**config.mk**
```make
export PLATFORM = sky130hd
export DESIGN_NAME = vec_int_ctrl
export DESIGN_NICKNAME = d
export VERILOG_FILES = /design/src/rtl/vec_int_pkg.sv /design/src/rtl/vec_int_ctrl_prio_enc.sv /design/src/rtl/vec_int_ctrl.sv
export SDC_FILE = /design/constraint.sdc
export NUM_CORES = 1
export LEC_CHECK = 0
export CORE_MARGIN = 5
export CORE_UTILIZATION = 40
export CTS_CLUSTER_DIAMETER = 80
export DETAILED_ROUTE_END_ITERATION = 6
export PLACE_DENSITY = 0.85
export SYNTH_ARGS = -nofsm -noshare
export SYNTH_HDL_FRONTEND = slang
export SYNTH_SLANG_ARGS = --single-unit
```
**constraint.sdc**
```tcl
create_clock -name clk -period 2.6 [get_ports clk]
set_input_delay 0.26 -clock clk [delete_from_list [all_inputs] [get_ports clk]]
set_output_delay 0.26 -clock clk [all_outputs]
set_load 0.005 [all_outputs]
```
**src/rtl/vec_int_pkg.sv**
```systemverilog
// Shared definitions for the vectored interrupt controller: state encoding,
// default vector base and the cause-index width helper.
package vec_int_pkg;

  localparam logic [1:0] ST_IDLE    = 2'b00;
  localparam logic [1:0] ST_TAKE    = 2'b01;
  localparam logic [1:0] ST_SERVICE = 2'b10;

  localparam logic [31:0] VEC_BASE_DEFAULT = 32'h0000_0100;

  // Width of a source index; never less than one bit.
  function automatic int id_w(input int n);
    return (n <= 2) ? 1 : $clog2(n);
  endfunction

endpackage

```
**src/rtl/vec_int_ctrl_prio_enc.sv**
```systemverilog
// Fixed-priority encoder: lowest set index wins.
module prio_enc #(
  parameter int N = 4,
  parameter int W = 2
) (
  input  logic [N-1:0] req_i,
  output logic [W-1:0] idx_o,
  output logic         valid_o
);

  // Scan upward and keep only the first set bit.
  always_comb begin
    idx_o   = '0;
    valid_o = 1'b0;
    for (int unsigned i = 0; i < N; i++) begin
      if (req_i[i] && !valid_o) begin
        idx_o   = W'(i);
        valid_o = 1'b1;
      end
    end
  end

endmodule

```
**src/rtl/vec_int_ctrl.sv**
```systemverilog
// Vectored interrupt controller for the single-cycle MIPS core.
// IDLE arbitrates masked level requests, TAKE squashes the current
// instruction and redirects the PC to the source vector, SERVICE waits
// for eret. All core-facing strobes decode from registered state only.
module vec_int_ctrl
  import vec_int_pkg::*;
#(
  parameter int          NUM_IRQ   = 4,
  parameter logic [31:0] VEC_BASE  = VEC_BASE_DEFAULT,
  parameter int          VEC_SHIFT = 3,
  localparam int         ID_W      = id_w(NUM_IRQ)
) (
  input  logic               clk,
  input  logic               reset,
  input  logic [NUM_IRQ-1:0] irq_req,
  output logic [NUM_IRQ-1:0] irq_ack,
  input  logic [31:0]        pc,
  input  logic               eret,
  input  logic               ie_we,
  input  logic               ie_wd,
  input  logic               mask_we,
  input  logic [NUM_IRQ-1:0] mask_wd,
  output logic               take_int,
  output logic [31:0]        vector,
  output logic [31:0]        epc,
  output logic               status_ie,
  output logic               in_service,
  output logic [ID_W-1:0]    cause_id
);

  logic [1:0]         state_q, state_d;
  logic               ie_q, ie_d;
  logic [NUM_IRQ-1:0] mask_q, mask_d;
  logic [31:0]        epc_q, epc_d;
  logic [ID_W-1:0]    cause_q, cause_d;

  logic [NUM_IRQ-1:0] eligible;
  logic [ID_W-1:0]    winner;
  logic               any_eligible;

  // Arbitration sees the mask as it stood before any same-cycle write.
  assign eligible = irq_req & mask_q;

  prio_enc #(
    .N (NUM_IRQ),
    .W (ID_W)
  ) u_prio (
    .req_i   (eligible),
    .idx_o   (winner),
    .valid_o (any_eligible)
  );

  // Next-state and register-update logic.
  always_comb begin
    state_d = state_q;
    ie_d    = ie_q;
    mask_d  = mask_we ? mask_wd : mask_q;
    epc_d   = epc_q;
    cause_d = cause_q;
    case (state_q)
      ST_IDLE: begin
        if (ie_we) ie_d = ie_wd;
        // A same-cycle disable write wins over a pending request.
        if (ie_q && any_eligible && !(ie_we && !ie_wd)) begin
          cause_d = winner;
          state_d = ST_TAKE;
        end
      end
      ST_TAKE: begin
        epc_d   = pc;
        ie_d    = 1'b0;
        state_d = ST_SERVICE;
      end
      ST_SERVICE: begin
        if (eret) begin
          ie_d    = 1'b1;
          state_d = ST_IDLE;
        end
      end
      default: state_d = ST_IDLE;
    endcase
  end

  // State registers with asynchronous active-high reset.
  always_ff @(posedge clk or posedge reset) begin
    if (reset) begin
      state_q <= ST_IDLE;
      ie_q    <= 1'b0;
      mask_q  <= '0;
      epc_q   <= '0;
      cause_q <= '0;
    end else begin
      state_q <= state_d;
      ie_q    <= ie_d;
      mask_q  <= mask_d;
      epc_q   <= epc_d;
      cause_q <= cause_d;
    end
  end

  // One-hot acknowledge to the latched cause while in TAKE.
  always_comb begin
    irq_ack = '0;
    if (state_q == ST_TAKE) irq_ack[cause_q] = 1'b1;
  end

  assign take_int   = (state_q == ST_TAKE);
  assign in_service = (state_q == ST_SERVICE);
  assign vector     = VEC_BASE + (32'(cause_q) << VEC_SHIFT);
  assign epc        = epc_q;
  assign status_ie  = ie_q;
  assign cause_id   = cause_q;

endmodule

```
==> summary.txt, run 1 <==
Final layout
  • Antenna cells: 0
  • Fill cell total of the finished layout: 408
  • Share of the core filled with cells in the final layout: 0.609
  • Area growth syn-to-layout: 46.1%
  • Post-route standard cell area excluding fillers: 0.00290 mm^2
  • Layout cells sized above 1: 0.224
  • Number of nets in the layout: 293

Critical path
  • Startpoint type of the worst setup path: flop
  • Worst endpoint required time: 2.34 ns
  • Worst setup path category: reg -> out
  • Largest incremental delay on the critical path: 0.50 ns
  • RR Startpoint: state_q[1]$_DFFE_PP0P_
  • Top fanout value on the critical path: 17
  • End of the worst register-to-register path: status_ie$_DFFE_PP0P_
  • R2R depth: 5
  • Reg2reg setup slack: 1.12 ns
  • Crit-path cells: inv_1, ha_1, buf_4, and3_1, clkdlybuf4s50_1
  • CP max-delay cell: sky130_fd_sc_hd__clkdlybuf4s50_1
  • Arrival time at the worst endpoint: 1.89 ns
  • Endpoint kind of the worst setup timing path: output pin

Pwr
  • Worst supply voltage drop on vdd: 0.528 mV
  • Reported leakage power: 0.00124 uW
  • Power Dens Cells: 1030 mW/mm^2

Clock tree
  • CTS H-tree depth: 2
  • TritonCTS clock tree: built
  • Resized cells post-CTS: 0
  • Max clock buf depth: 2
  • Num CTS Buffers: 5
  • # clock sinks: 41
  • Cell at the root of the clock tree: sky130_fd_sc_hd__clkbuf_8
  • CTS clk-pin slew, worst paths: 0.08 ns
  • Cts hold-fix bufs: 0
  • Insertion delay to the later sink of the worst-skew pair: 0.29 ns
  • Post-CTS setup repair buffer count: 0

Drt
  • Detail-routed via count per cell: 4.34
  • Via Count: 1353
  • Routed wire length: 4320 um
  • DR WL/cell: 13.8 um
  • Initial detailed-routing violation count: 34
  • Detailed Routing Iterations Pass 1: 2
  • Number of nets still failing antenna checks after routing: 0
  • Residual DRC: 0

STA
  • Final-report max-slew violation count: 0
  • Unrepaired setup endpoints after global routing: false
  • Aggregate negative setup slack: 0 ns
  • Count of final hold-check violations: 0
  • Final worst clock skew: 0.00301 ns
  • Fin crit period: 2.15 ns
  • Worst-margin pin slew: 0.680 ns
  • Hold Worst Slack: 0.297 ns
  • Highest Clock Rate: 0.466 GHz
  • Count of endpoints failing setup in the final report: 0
  • Fraction of the cycle the final worst path needs: 0.826
  • Worst slew margin relative to its limit: 0.544

GRT
  • Pin count of the biggest net entering global routing: 23
  • Number of global-route vias before repair: 1402
  • Wire length of the first global-routing pass: 6520 um
  • Final global-route overflow total: 0
  • Antenna violations before repair: 0
  • Overall Global Routing Usage: 0.132

Floorplan
  • Placement Rows: 25
  • Core region area: 0.00475 mm^2
  • Initial standard-cell utilization of the core: 0.417
  • Vertical extent of the die: 80.4 um
  • # IOs: 119
  • Die width: 80.4 um
  • Die Outline Area: 0.00647 mm^2

Run
  • MaxCap Viol Count: 0

Logic synthesis
  • Summed instance area of the synthesized netlist: 0.00198 mm^2
  • Cell variety after synth: 26
  • Synth Register Bits: 41
  • Sequential-to-total area share from yosys stat: 0.517
  • Gate count after technology mapping: 154
  • Warnings, synthesis: 0
  • Post-Syn Area per Cell: 12.9 um^2

Placed design
  • Placed standard-cell area: 0.00281 mm^2
  • Quantity of I/O buffers inserted on ports: 88
  • DP Wirelength: 3420 um
  • Global placer's final weighted congestion: 0.777

Status
  • Run status: finished clean

Worst hold path
  • Hold/Removal Path Class: in -> async
layout make-up:
| type | count | area [um^2] | area share |
|---|---|---|---|
| sequential | 41 | 1030 | 0.354 |
| timing repair buffer | 91 | 903 | 0.312 |
| multi-input combinational | 96 | 761 | 0.263 |
| tap | 67 | 83.8 | 0.0289 |
| clock buffer | 5 | 68.8 | 0.0237 |
| inverter | 9 | 33.8 | 0.0117 |
| clock inverter | 3 | 21.3 | 0.00734 |
where the power goes:
part | switching (uW) | total (uW) | internal [uW]
Combinational | 473 | 1450 | 972
Sequential | 170 | 1110 | 940
Clock | 226 | 416 | 190
Total | 869 | 2970 | 2100
worst max path at each step:
| stage | start | end | slack, ns | cells after the start |
|---|---|---|---|---|
| finish | state_q[1]$_DFFE_PP0P_ | irq_ack[3] | 0.45 | 5 |
| global route | state_q[1]$_DFFE_PP0P_ | irq_ack[2] | 0.28 | 6 |
| CTS | state_q[1]$_DFFE_PP0P_ | irq_ack[3] | 0.42 | 5 |
| detailed placement | state_q[1]$_DFFE_PP0P_ | irq_ack[3] | 0.75 | 5 |
| global placement | state_q[1]$_DFFE_PP0P_ | irq_ack[3] | 0.80 | 5 |
| floorplan | state_q[1]$_DFFE_PP0P_ | epc[16]$_DFFE_PP0P_ | 1.17 | 5 |
cells by family (layout without fill, tap and decap cells):
kind of cell | after synthesis | after routing | share of synthesized area
AO/OA/AOI/OAI | 16 | 16 | 0.0644
adder cells (fa/ha/maj) | 3 | 3 | 0.0189
buffers and inverters | 45 | 108 | 0.152
flip-flops | 41 | 41 | 0.517
multiplexers | 39 | 39 | 0.223
other | 2 | 30 | 0.00379
AND/OR/NAND/NOR | 8 | 8 | 0.0208
stage by stage:
step / setup WS, ns / cells / total power (uW)
floorplan: 1.17 / 182 / 1820
global placement: 0.799 / 304 / 2550
detailed placement: 0.748 / 304 / 2590
CTS: 0.419 / 312 / 3030
global route: 0.283 / 312 / 3180
finish: 0.452 / 312 / 2970
critical path, delay by kind of cell, from the launching register on:
family	cells	cell delay [ns]
buffers and inverters	3	0.84
and+or+nand+nor	1	0.17
DFF	1	0.40
adders and majority gates	1	0.19
cells in the mapped netlist (all sizes together):
cell type	number	area share
a31oi	3	0.0095
a21oi	5	0.015
buf	36	0.14
mux2	38	0.22
o21ai	2	0.0050
nor2	1	0.0019
nor3	1	0.0025
o311ai	1	0.0044
nor3b	1	0.0038
o211ai	1	0.0063
conb	2	0.0038
nand2	2	0.0038
mux2i	1	0.0050
a22oi	2	0.013
a32oi	1	0.0044
nand2b	1	0.0032
inv	9	0.017
ha	3	0.019
and3	1	0.0032
a221oi	1	0.0076
nand3	1	0.0025
dfrtp	41	0.52
routing by layer:
layer,part of all wire,global-route usage,vias up
met5,0,0,-
met4,0.011,0.0355,0
met3,0.083,0.0448,6
met2,0.54,0.250,58
met1,0.37,0.137,644
li1,-,-,645
registers in the layout, indices dropped and copies added (netlist names):
signal     flops
state_q        2
cause_id       2
mask_q         4
epc           32
status_ie      1
cell usage in the layout, fill, tap and decap left out, drive strengths merged, types with 2 or more instances in the layout:
cell and instances:
clkdlybuf4s50 88, dfrtp 41, mux2 38, conb 30, inv 9, clkbuf 5
a21oi 5, a31oi 3, ha 3, buf 3, a22oi 2, o21ai 2
nand2 2, clkinv 2
No activity file was read; power rests on OpenSTA's default activity.
==> inputs of run 2 (changes only) <==
--- a/config.mk
+++ b/config.mk
@@ -6,10 +6,10 @@
 export NUM_CORES = 1
 export LEC_CHECK = 0
 export CORE_MARGIN = 5
-export CORE_UTILIZATION = 40
+export CORE_UTILIZATION = 37
 export CTS_CLUSTER_DIAMETER = 80
 export DETAILED_ROUTE_END_ITERATION = 6
-export PLACE_DENSITY = 0.85
+export PLACE_DENSITY = 0.8
 export SYNTH_ARGS = -nofsm -noshare
 export SYNTH_HDL_FRONTEND = slang
 export SYNTH_SLANG_ARGS = --single-unit
==> constraint.sdc (replaced) <==
create_clock -name clk -period 2 [get_ports clk]
set_input_delay 0.2 -clock clk [delete_from_list [all_inputs] [get_ports clk]]
set_output_delay 0.2 -clock clk [all_outputs]
set_load 0.005 [all_outputs]
==> run 2 against run 1 <==
  * Worst hold slack worse by 0.11 ns
  * Non-clock buffer count up 1
  * Critical path depth stayed put
  * Clock-buffer cell count is the same
  * Sequential power is 31% higher
  * Sequential share of layout area decreased by 0.29 points
  * Design area is 0.82% higher
  * Clock power increased by 26%
  * Die area is 7.1% higher
  * Setup slack lost 0.35 ns
  * Cell count increased by 1.3%
  * Core utilization down 4.5 points
  * Largest power group unchanged
==> summary.txt, run 2 (synthesis gave the netlist of run 1 again) <==
Clock tree
  • Max clock buf depth: 2
  • Insertion delay to the later sink of the worst-skew pair: 0.29 ns
  • Num CTS Buffers: 5
  • CTS H-tree depth: 2
  • # clock sinks: 41
  • CTS clk-pin slew, worst paths: 0.09 ns
  • Post-CTS setup repair buffer count: 0
  • TritonCTS clock tree: built
  • Cell at the root of the clock tree: sky130_fd_sc_hd__clkbuf_8

GRT
  • Number of global-route vias before repair: 1451
  • Antenna violations before repair: 0
  • Overall Global Routing Usage: 0.129
  • Peak-usage layer in the global routing report: met2
  • Final global-route overflow total: 0
  • Wire length of the first global-routing pass: 7270 um
  • Met3 track demand over resource in global routing: 0.0535
  • Met2 Track Usage GR: 0.216
  • GR Layer Usage met1: 0.150
  • Pin count of the biggest net entering global routing: 21

Pwr
  • Power Dens Cells: 1320 mW/mm^2
  • Reported leakage power: 0.00125 uW
  • Worst supply voltage drop on vdd: 0.657 mV

Floorplan
  • Core region area: 0.00517 mm^2
  • Placement Rows: 26
  • Die width: 83.2 um
  • Die Outline Area: 0.00692 mm^2
  • Initial standard-cell utilization of the core: 0.383
  • Vertical extent of the die: 83.2 um
  • # IOs: 119

Drt
  • Number of nets still failing antenna checks after routing: 0
  • Via Count: 1359
  • Detailed Routing Iterations Pass 1: 3
  • Routed wire length: 4320 um
  • DR WL/cell: 13.7 um
  • Initial detailed-routing violation count: 25
  • Detail-routed via count per cell: 4.30
  • Residual DRC: 0

STA
  • Fraction of the cycle the final worst path needs: 0.950
  • Final worst clock skew: 0.00662 ns
  • Highest Clock Rate: 0.526 GHz
  • Aggregate negative setup slack: 0 ns
  • Hold Worst Slack: 0.186 ns
  • Count of final hold-check violations: 0
  • Fin crit period: 1.90 ns
  • Worst slew margin relative to its limit: 0.647
  • Unrepaired setup endpoints after global routing: true
  • Final-report max-slew violation count: 0
  • Worst-margin pin slew: 0.526 ns
  • Count of endpoints failing setup in the final report: 0

Final layout
  • Area growth syn-to-layout: 47.3%
  • Number of flip-flops under the largest register name: 32
  • Post-route standard cell area excluding fillers: 0.00292 mm^2
  • Register area: 0.00103 mm^2
  • Leading cell types in the layout, fill and taps excluded: sky130_fd_sc_hd__clkdlybuf4s50_1 (88), sky130_fd_sc_hd__dfrtp_1 (41), sky130_fd_sc_hd__mux2_2 (37), sky130_fd_sc_hd__conb_1 (30), sky130_fd_sc_hd__inv_1 (6)
  • Layout cells sized above 1: 0.236
  • Fill cell total of the finished layout: 459
  • Antenna cells: 0
  • Number of nets in the layout: 294
  • Combined area of the multi-input logic cells: 773 um^2
  • Most frequent standard cell in the layout excluding fill and tap cells: sky130_fd_sc_hd__clkdlybuf4s50_1

Placed design
  • Quantity of I/O buffers inserted on ports: 88
  • Placed standard-cell area: 0.00282 mm^2
  • DP Wirelength: 3510 um
  • Global placer's final weighted congestion: 0.714

Critical path
  • Top fanout value on the critical path: 5
  • Startpoint type of the worst setup path: flop
  • Worst setup path category: reg -> out
  • Worst endpoint required time: 1.80 ns
  • Arrival time at the worst endpoint: 1.70 ns
  • Endpoint kind of the worst setup timing path: output pin

Worst hold path
  • Hold/Removal Path Class: in -> async

Run
  • MaxCap Viol Count: 0

Status
  • Run status: finished clean
==> run 2: metal layers <==
metal,part of all wire,routed length [um]
met5,0,0
met4,0.011,48
met3,0.10,447
met2,0.48,2070
met1,0.41,1750
==> run 2: path summary, 6_finish.rpt <==
path | start | to | slack, ns | depth (start not counted)
max | state_q[1]$_DFFE_PP0P_ | irq_ack[1] | 0.1 | 5
min | reset | epc[2]$_DFFE_PP0P_ | 0.19 | 2
max reg2reg | state_q[0]$_DFFE_PP0P_ | status_ie$_DFFE_PP0P_ | 0.49 | 5
min reg2reg | epc[9]$_DFFE_PP0P_ | epc[9]$_DFFE_PP0P_ | 0.51 | 1
max in group asynchronous | reset | epc[20]$_DFFE_PP0P_ | 1.22 | 3
min in group clk | epc[9]$_DFFE_PP0P_ | epc[9]$_DFFE_PP0P_ | 0.51 | 1
==> run 2: layout make-up <==
class,instances,area share
Sequential cell,41,0.351
Timing Repair Buffer,92,0.313
Multi-Input combinational cell,96,0.265
Tap cell,70,0.0300
Clock buffer,5,0.0236
Inverter,9,0.0116
Clock inverter,3,0.00600
==> run 2: per-stage QoR <==
step	setup WS (ns)	power [uW]	util	instances
detailed placement	0.265	3380	0.545	308
floorplan	0.565	2360	-	182
finish	0.0998	3870	0.565	316
global placement	0.303	3310	0.545	308
global route	-0.0412	4160	0.565	316
CTS	0.0288	3940	0.565	316
==> run 2: power breakdown <==
group	switching, uW	internal (uW)	total (uW)
sequential	223	1220	1450
clock	285	241	526
combinational	618	1280	1900
==> run 2: repair_timing <==
item / CTS / global route
gates resized for setup: 3 / 1
hold buffers: 0 / 0
endpoints found under the setup margin: 3 / 3
pin swaps: 0 / 0
==> run 2: worst max-delay path, cell delays in order, from the launching register on <==
cell                              delay (ns)
sky130_fd_sc_hd__dfrtp_1                0.40
sky130_fd_sc_hd__inv_2                  0.09
sky130_fd_sc_hd__ha_4                   0.15
sky130_fd_sc_hd__inv_1                  0.06
sky130_fd_sc_hd__nor3b_1                0.18
sky130_fd_sc_hd__clkdlybuf4s50_1        0.53
==> inputs of run 3 (changes only) <==
--- a/config.mk
+++ b/config.mk
@@ -5,7 +5,6 @@
 export SDC_FILE = /design/constraint.sdc
 export NUM_CORES = 1
 export LEC_CHECK = 0
-export CORE_MARGIN = 5
 export CORE_UTILIZATION = 37
 export CTS_CLUSTER_DIAMETER = 80
 export DETAILED_ROUTE_END_ITERATION = 6
==> run 3 against run 2 <==
  * Total power grew 3.3%
  * Critical path type unchanged
  * Largest cell class unchanged
  * Die area shrank 18%
  * Core utilization grew 0.99 points
  * Worst hold slack gained 0.071 ns
  * Setup slack gained 0.082 ns
  * Non-clock buffer count shrank 2
  * Register-to-register slack lost 0.09 ns
  * Critical path depth shrank 1
  * Sequential share of layout area shrank 0.39 points
  * Clock skew shrank 0.0028 ns
  * Sequential power is essentially flat
  * Design area grew 1.1%
  * Largest power group unchanged
==> summary.txt, run 3 (synthesis gave the netlist of run 1 again) <==
Pwr
  • Power Dens Cells: 1350 mW/mm^2
  • Net switching power of the design: 1110 uW
  • Worst supply voltage drop on vdd: 0.602 mV
  • Sequential Power Share: 0.363
  • Portion of total power attributed to combinational logic: 0.466
  • Overall power of the completed layout: 4000 uW
  • Share of total power in the clock network: 0.172
  • Internal power contribution: 2890 uW
  • Reported leakage power: 0.00129 uW
  • Proportion of total power due to net switching: 0.277

GRT
  • Final global-route overflow total: 0
  • Wire length of the first global-routing pass: 5870 um
  • Overall Global Routing Usage: 0.140
  • Antenna violations before repair: 0
  • Pin count of the biggest net entering global routing: 33
  • Number of global-route vias before repair: 1281

Clock tree
  • Cell at the root of the clock tree: sky130_fd_sc_hd__clkbuf_8
  • Max clock buf depth: 2
  • Num CTS Buffers: 5
  • CTS clk-pin slew, worst paths: 0.08 ns
  • Insertion delay to the later sink of the worst-skew pair: 0.28 ns
  • # clock sinks: 41
  • Post-CTS setup repair buffer count: 0
  • TritonCTS clock tree: built
  • CTS H-tree depth: 2

Drt
  • Number of nets still failing antenna checks after routing: 0
  • Detailed Routing Iterations Pass 1: 4
  • Routed wire length: 3890 um
  • Via Count: 1355
  • Initial detailed-routing violation count: 23
  • DR WL/cell: 12.4 um
  • Residual DRC: 0
  • Detail-routed via count per cell: 4.32

STA
  • Worst slew margin relative to its limit: 0.493
  • Fin crit period: 1.82 ns
  • Count of final hold-check violations: 0
  • Highest Clock Rate: 0.550 GHz
  • Aggregate negative setup slack: 0 ns
  • Count of endpoints failing setup in the final report: 0
  • Final worst clock skew: 0.00380 ns
  • Final-report max-slew violation count: 0
  • Unrepaired setup endpoints after global routing: false
  • Least setup slack across all paths after layout: 0.182 ns
  • Hold Worst Slack: 0.257 ns
  • Fraction of the cycle the final worst path needs: 0.909
  • Worst-margin pin slew: 0.755 ns

Critical path
  • Arrival time at the worst endpoint: 1.62 ns
  • Endpoint kind of the worst setup timing path: output pin
  • Gate family responsible for the most delay along the worst path: buffers and inverters
  • Startpoint type of the worst setup path: flop
  • Worst endpoint required time: 1.80 ns
  • Top fanout value on the critical path: 6
  • Worst setup path category: reg -> out
  • CP bufs+invs: 2
  • Largest incremental delay on the critical path: 0.49 ns
  • CP max-delay cell: sky130_fd_sc_hd__clkdlybuf4s50_1
  • Crit-path cells: inv_1, ha_4, and3_1, clkdlybuf4s50_1

Floorplan
  • Core region area: 0.00514 mm^2
  • Initial standard-cell utilization of the core: 0.386
  • Placement Rows: 26
  • # IOs: 119
  • Vertical extent of the die: 75.2 um
  • Die Outline Area: 0.00566 mm^2
  • Die width: 75.2 um

Placed design
  • Quantity of I/O buffers inserted on ports: 88
  • Global placer's final weighted congestion: 0.727
  • Setup Slack @ Placement: 0.309 ns
  • DP Wirelength: 2910 um

Final layout
  • Combined area of the multi-input logic cells: 773 um^2
  • Fill cell total of the finished layout: 430
  • Layout cells sized above 1: 0.225
  • Share of the core filled with cells in the final layout: 0.575
  • Leading cell types in the layout, fill and taps excluded: sky130_fd_sc_hd__clkdlybuf4s50_1 (86), sky130_fd_sc_hd__dfrtp_1 (41), sky130_fd_sc_hd__mux2_2 (37), sky130_fd_sc_hd__conb_1 (30), sky130_fd_sc_hd__inv_1 (7)
  • Most frequent standard cell in the layout excluding fill and tap cells: sky130_fd_sc_hd__clkdlybuf4s50_1
  • Number of flip-flops under the largest register name: 32
  • Register area: 0.00103 mm^2
  • Area growth syn-to-layout: 49.0%
  • Antenna cells: 0
  • Number of nets in the layout: 292

Status
  • Run status: finished clean

Run
  • MaxCap Viol Count: 0

Worst hold path
  • Hold/Removal Path Class: in -> async
-- run 3: worst paths after layout --
check	from	endpoint	slack, ns	cells after the start
worst min register to register	epc[4]$_DFFE_PP0P_	epc[4]$_DFFE_PP0P_	0.51	1
max in group asynchronous	reset	state_q[1]$_DFFE_PP0P_	1.23	3
min in group clk	epc[4]$_DFFE_PP0P_	epc[4]$_DFFE_PP0P_	0.51	1
worst max-delay path	state_q[1]$_DFFE_PP0P_	irq_ack[3]	0.18	4
worst min-delay path	reset	epc[3]$_DFFE_PP0P_	0.26	2
worst max register to register	state_q[1]$_DFFE_PP0P_	epc[6]$_DFFE_PP0P_	0.40	4
-- run 3: metrics by stage --
stage,std cells,instance area (um^2)
2_1_floorplan,182,2090
3_3_place_gp,306,2820
3_5_place_dp,306,2820
4_1_cts,314,2950
5_1_grt,314,2950
6_report,314,2950
-- run 3: worst reg2reg max path: cells and delay by family, from the launching register on --
kind                     cells  cell delay, ns
multiplexers                 1            0.42
buffers and inverters        2            0.51
flip-flops                   1            0.40
adder cells (fa/ha/maj)      1            0.17
-- run 3: power by group through the flow --
stage | clock network (uW) | registers [uW] | logic (uW)
2_1_floorplan | 0 | 1470 | 888
3_3_place_gp | 0 | 1440 | 1850
3_5_place_dp | 0 | 1460 | 1870
4_1_cts | 710 | 1450 | 1890
5_1_grt | 740 | 1510 | 2030
6_report | 686 | 1450 | 1860
-- run 3: cell type report --
| cell class | count | share of cell area |
|---|---|---|
| multi-input cells | 96 | 0.262 |
| clock buffers | 6 | 0.0280 |
| inverters | 9 | 0.0114 |
| clock inverters | 2 | 0.0127 |
| repair buffers | 90 | 0.309 |
| well taps | 70 | 0.0296 |
| flip-flops and latches | 41 | 0.347 |
-- run 3: repair_timing --
action / 4_1_cts / 5_1_grt
hold buffers: 0 / 0
setup endpoints to repair: 2 / 2
gates resized for setup: 1 / 2
-- run 3: per-layer routing --
metal / global-route usage / vias to the layer above / share of wire
met4: 0.0514 / 0 / 0.011
met3: 0.0442 / 4 / 0.063
met2: 0.256 / 64 / 0.51
met1: 0.152 / 649 / 0.41
met5: 0 / - / 0
li1: - / 638 / -
